`src/rtl/dma_copy_engine_pkg.sv`:
```
// Shared types and constants for the word-by-word DMA copy engine.
// Holds the FSM state encoding, bus widths and the word-address helper.
package dma_copy_engine_pkg;

    localparam int ADDR_W     = 32;
    localparam int LEN_W      = 16;
    localparam int WORD_BYTES = 4;

    typedef enum logic [1:0] {
        ST_IDLE  = 2'd0,
        ST_READ  = 2'd1,
        ST_WRITE = 2'd2,
        ST_DONE  = 2'd3
    } state_t;

    // Byte address of word idx from base; wraps modulo 2^ADDR_W with no alignment check.
    function automatic logic [ADDR_W-1:0] word_addr(input logic [ADDR_W-1:0] base,
                                                    input logic [LEN_W-1:0]  idx);
        return base + (ADDR_W'(idx) * ADDR_W'(WORD_BYTES));
    endfunction

endpackage

```
`src/rtl/dma_copy_engine.sv`:
```
// Single-channel memory-to-memory copy engine: alternates one READ and one WRITE
// cycle per 32-bit word against a combinational-read, edge-write memory.
module dma_copy_engine
    import dma_copy_engine_pkg::*;
(
    input  logic              clk,
    input  logic              rst_n,
    input  logic              start,
    input  logic [ADDR_W-1:0] src_addr,
    input  logic [ADDR_W-1:0] dst_addr,
    input  logic [LEN_W-1:0]  len_words,
    output logic              busy,
    output logic              done,
    output logic [ADDR_W-1:0] Address,
    output logic [31:0]       WriteData,
    output logic              MemRead,
    output logic              MemWrite,
    input  logic [31:0]       MemoryOut
);

    state_t            r_state;
    logic [ADDR_W-1:0] r_src;
    logic [ADDR_W-1:0] r_dst;
    logic [LEN_W-1:0]  r_len;
    logic [LEN_W-1:0]  r_idx;
    logic [31:0]       r_buf;
    logic [ADDR_W-1:0] r_addr;
    logic              r_mem_read;
    logic              r_mem_write;
    logic              r_busy;
    logic              r_done;

    logic              w_more_words;
    logic [LEN_W-1:0]  w_idx_next;

    assign w_idx_next   = r_idx + LEN_W'(1);
    // Widened by one bit so the last index of a 65535-word copy cannot wrap the compare.
    assign w_more_words = ({1'b0, r_idx} + (LEN_W+1)'(1)) < {1'b0, r_len};

    // NOTE: every memory-side output is a register computed for the *next* state, so
    //       the async reset clears them immediately and no write can commit after reset.
    always_ff @(posedge clk or negedge rst_n) begin
        if (!rst_n) begin
            r_state     <= ST_IDLE;
            r_src       <= '0;
            r_dst       <= '0;
            r_len       <= '0;
            r_idx       <= '0;
            r_buf       <= '0;
            r_addr      <= '0;
            r_mem_read  <= 1'b0;
            r_mem_write <= 1'b0;
            r_busy      <= 1'b0;
            r_done      <= 1'b0;
        end else begin
            // NOTE: non-blocking throughout; these defaults hold unless a state below overrides.
            r_addr      <= '0;
            r_mem_read  <= 1'b0;
            r_mem_write <= 1'b0;
            r_done      <= 1'b0;
            case (r_state)
                ST_IDLE: begin
                    r_buf <= '0;
                    if (start) begin
                        r_src  <= src_addr;
                        r_dst  <= dst_addr;
                        r_len  <= len_words;
                        r_idx  <= '0;
                        r_busy <= 1'b1;
                        if (len_words != '0) begin
                            r_state    <= ST_READ;
                            r_mem_read <= 1'b1;
                            r_addr     <= src_addr;
                        end else begin
                            r_state <= ST_DONE;
                            r_done  <= 1'b1;
                        end
                    end
                end
                ST_READ: begin
                    r_buf       <= MemoryOut;
                    r_mem_write <= 1'b1;
                    r_addr      <= word_addr(r_dst, r_idx);
                    r_state     <= ST_WRITE;
                end
                ST_WRITE: begin
                    r_idx <= w_idx_next;
                    r_buf <= '0;
                    if (w_more_words) begin
                        r_state    <= ST_READ;
                        r_mem_read <= 1'b1;
                        r_addr     <= word_addr(r_src, w_idx_next);
                    end else begin
                        r_state <= ST_DONE;
                        r_done  <= 1'b1;
                    end
                end
                ST_DONE: begin
                    r_state <= ST_IDLE;
                    r_busy  <= 1'b0;
                end
                default: begin
                    r_state <= ST_IDLE;
                    r_busy  <= 1'b0;
                end
            endcase
        end
    end

    assign busy      = r_busy;
    assign done      = r_done;
    assign Address   = r_addr;
    assign WriteData = r_buf;
    assign MemRead   = r_mem_read;
    assign MemWrite  = r_mem_write;

endmodule

```
`config.mk`:
```
export PLATFORM = sky130hd
export DESIGN_NAME = dma_copy_engine
export DESIGN_NICKNAME = d
export VERILOG_FILES = /design/src/rtl/dma_copy_engine_pkg.sv /design/src/rtl/dma_copy_engine.sv
export SDC_FILE = /design/constraint.sdc
export NUM_CORES = 1
export LEC_CHECK = 0
export ABC_AREA = 1
export CAP_MARGIN = 20
export CORE_MARGIN = 1
export CORE_UTILIZATION = 50
export CTS_CLUSTER_DIAMETER = 120
export DETAILED_ROUTE_END_ITERATION = 10
export GPL_TIMING_DRIVEN = 0
export PLACE_DENSITY = 0.76
export SLEW_MARGIN = 10
export SYNTH_ARGS = -nofsm -noshare
export SYNTH_HDL_FRONTEND = slang
export SYNTH_SLANG_ARGS = --single-unit
```
`constraint.sdc`:
```
create_clock -name clk -period 3.7 [get_ports clk]
set_input_delay 0.555 -clock clk [delete_from_list [all_inputs] [get_ports clk]]
set_output_delay 0.555 -clock clk [all_outputs]
set_load 0.01 [all_outputs]
```
==> metrics <==
status finished, final reports clean; TritonCTS Sinks 166; final std cells w/o fill 1,924; clk_lat worst skew 440 ps; Comb power frac 44.4%; crit path DAT 3680 ps; Final nets 1,809; number of global-route vias before repair 9,849; Internal 4970 uW; final setup TNS 0 ps; CTS Hold Bufs 0; deepest clock path buffer count 2; # DRC 0; drt first pass iters 6; Power Density 657 mW/mm^2; Distinct cells, synth 35; Syn. warnings 0; Seq pwr share 35.5%; delay of the slowest critical-path stage 520 ps; CP max FO 7; register area share after synthesis 40.4%; final RePlAce weighted congestion 0.984; number of max-cap violations 0; Final Max Tran Viols 0; Worst-path clk slew 70 ps; FP Rows 52; RR Startpoint r_idx[0]; Slew Limit Headroom 40.7%; DP HPWL 25.5 mm; Max Freq 293 MHz; Synth Area per Inst 7.16 um^2; CTS root buf clkbuf_16; worst-path cell chain nand3_1 -> nor2_1 -> nand4_1 -> inv_1 -> nand4_1 -> inv_1 -> nand2_1 -> and2_1 -> ha_1 -> nand2_1 -> nor2_1 -> nor2_1 -> nand3_1 -> xor2_1 -> nand2_1 -> o211ai_1; compound-gate portion of the synthesized area 9.68%; Syn Inst Count 1,437; Synth Flop Type dfrtp_1; H-tree Lvls 4; Simple-Gate Fraction of Synth Area 32.6%; WL final 32.8 mm; clock skew 13.9 ps; leading area contributor after synthesis dfrtp_1; # IOs 183; crit start category register; PortBufs 182; most common cell in the synthesized netlist nand2_1; NetSw 3610 uW; Slew @ Worst Pin 889 ps; post-synthesis mux area share 0%; slowest CP cell dfrtp_1; vias 10,271; Seq cells post-synth 166; Post-synth EDFFs 0; Synth async-reset ratio 100%; die width 145 um; crit-path leading delay family simple AND/OR/NAND/NOR gates; adder-cell share of the synthesized area 6.59%; synthesized cell area 0.0103 mm^2; Clock Power Share 20.1%; Max VDD drop 0.000412 V; Final setup viols 0; Final Hold Vio Count 0; DR WL/cell 17.1 um; RSZ-0062 raised after global routing no; largest net degree at the start of global routing 98; layout cell share with drive strength beyond 1 4.11%; DIE AREA 0.0212 mm^2; WP buf/inv 2; crit path kind reg -> reg; initial core utilization 50.9%; part of the cycle the worst path needs 92.2%; ranking of synthesized cells by area dfrtp_1 40%, nand2_1 19%, inv_1 7.3%; worst setup path startpoint r_idx[0]; initial antenna violation count 1; top-area cell type share of the netlist area 40.4%; first-pass GRT wire length 52.3 mm; Area Overhead vs Synth 27.0%; GRT Overall Usage 32.1%; final setup margin 287 ps; commonest cells in the netlist 510 x nand2_1, 200 x inv_1, 166 x dfrtp_1; post-synthesis xor/xnor area fraction 1.79%; initial detailed-routing violation count 871; total gr overflow 0; Placed Cells 1,890; Setup WS pre-CTS 247 ps; Antenna diodes 0; CTS tree built; Post-DRT Antenna Nets 0; Via-to-Cell Ratio 5.34; Critical Path End Type register; WP data required 3960 ps; final worst path period need 3410 ps; Hold Crit Class in -> async; Chip Height 145 um; Sw Ratio 42.1%; core box area 0.0202 mm^2; largest family of logic cells by synthesized area simple AND/OR/NAND/NOR gates; Pleak 0.00672 uW; CTS buffer count 17; post-synth net total 1,605; Layout fillers 1,830
-- sequential cells by signal, indices dropped and copies added, names as in the netlist --
| signal | flops |
|---|---|
| Address | 32 |
| WriteData | 32 |
| r_dst | 32 |
| r_src | 32 |
| r_idx | 16 |
| r_len | 16 |
| r_state | 2 |
| MemRead | 1 |
| MemWrite | 1 |
| busy | 1 |
| done | 1 |
-- final cells by class --
class	instances	area [um^2]	area share, %
Clock inverter	11	88.8	0.680
Clock buffer	21	470	3.60
Inverter	205	769	5.89
Buffer	34	159	1.22
Timing Repair Buffer	185	1870	14.3
Multi-Input combinational cell	1032	5220	39.9
Tap cell	270	338	2.59
Sequential cell	166	4150	31.8
-- metrics by stage --
stage	area [um^2]	total power [uW]	util (%)	hold slack, ps
2_1_floorplan	10300	5160	-	259
3_3_place_gp	12400	6740	61.5	463
3_5_place_dp	12500	6780	61.7	467
4_1_cts	13000	8550	64.5	88.2
5_1_grt	13100	9140	64.6	113
6_report	13100	8580	64.6	58.2
-- kinds of logic (layout without fill, tap and decap cells) --
family / Yosys count / in the layout
XOR/XNOR: 21 / 21
adder cells (fa/ha/maj): 53 / 53
flip-flops: 166 / 166
AND/OR/NAND/NOR: 795 / 795
buffers and inverters: 239 / 456
AO/OA/AOI/OAI: 163 / 163
-- layout by cell type, fill, tap and decap left out, types with 19 or more instances in the layout --
cell type / instances
a21oi_1: 30
nand2_1: 510
ha_1: 51
nor2_1: 89
xor2_1: 19
clkdlybuf4s50_1: 181
nand3_1: 132
a22o_1: 34
dfrtp_1: 166
nand4_1: 23
inv_1: 200
o21ai_0: 76
-- path summary, 6_finish.rpt --
check | end | depth (start not counted) | slack [ps]
worst max-delay path | Address[14] | 16 | 290
worst min-delay path | r_dst[27] | 1 | 60
worst max register to register | Address[14] | 16 | 290
worst min register to register | r_len[7] | 2 | 490
max in group asynchronous | r_src[0] | 2 | 2750
min in group clk | r_len[7] | 2 | 490
-- routing by layer --
metal / global-route usage [%] / vias up / share of wire (%)
met4: 9.63 / 2 / 2.4
met2: 51.2 / 432 / 45
met1: 44.5 / 4780 / 44
met3: 5.89 / 57 / 8.1
li1: - / 5000 / -
met5: 0 / - / 0.034
-- worst register-to-register path, cell delays in order, from the launching register on --
cell,delay (ps)
dfrtp_1,520
nand3_1,170
nor2_1,160
nand4_1,160
inv_1,130
nand4_1,150
inv_1,110
nand2_1,70
and2_1,210
ha_1,360
nand2_1,210
nor2_1,80
nor2_1,200
nand3_1,260
xor2_1,220
nand2_1,90
o211ai_1,140
-- power groups by stage --
stage / clock network, uW / logic [uW] / registers, uW
floorplan: 0 / 2120 / 3040
detailed placement: 0 / 3740 / 3040
global placement: 0 / 3690 / 3050
finish: 1730 / 3810 / 3040
CTS: 1740 / 3780 / 3030
global route: 1810 / 4200 / 3130
-- what timing repair did --
item,CTS,global route
buffers inserted,0,2
gates resized for setup,0,1
setup endpoints to repair,0,17
Note: power is estimated with default switching activity, not from simulation.
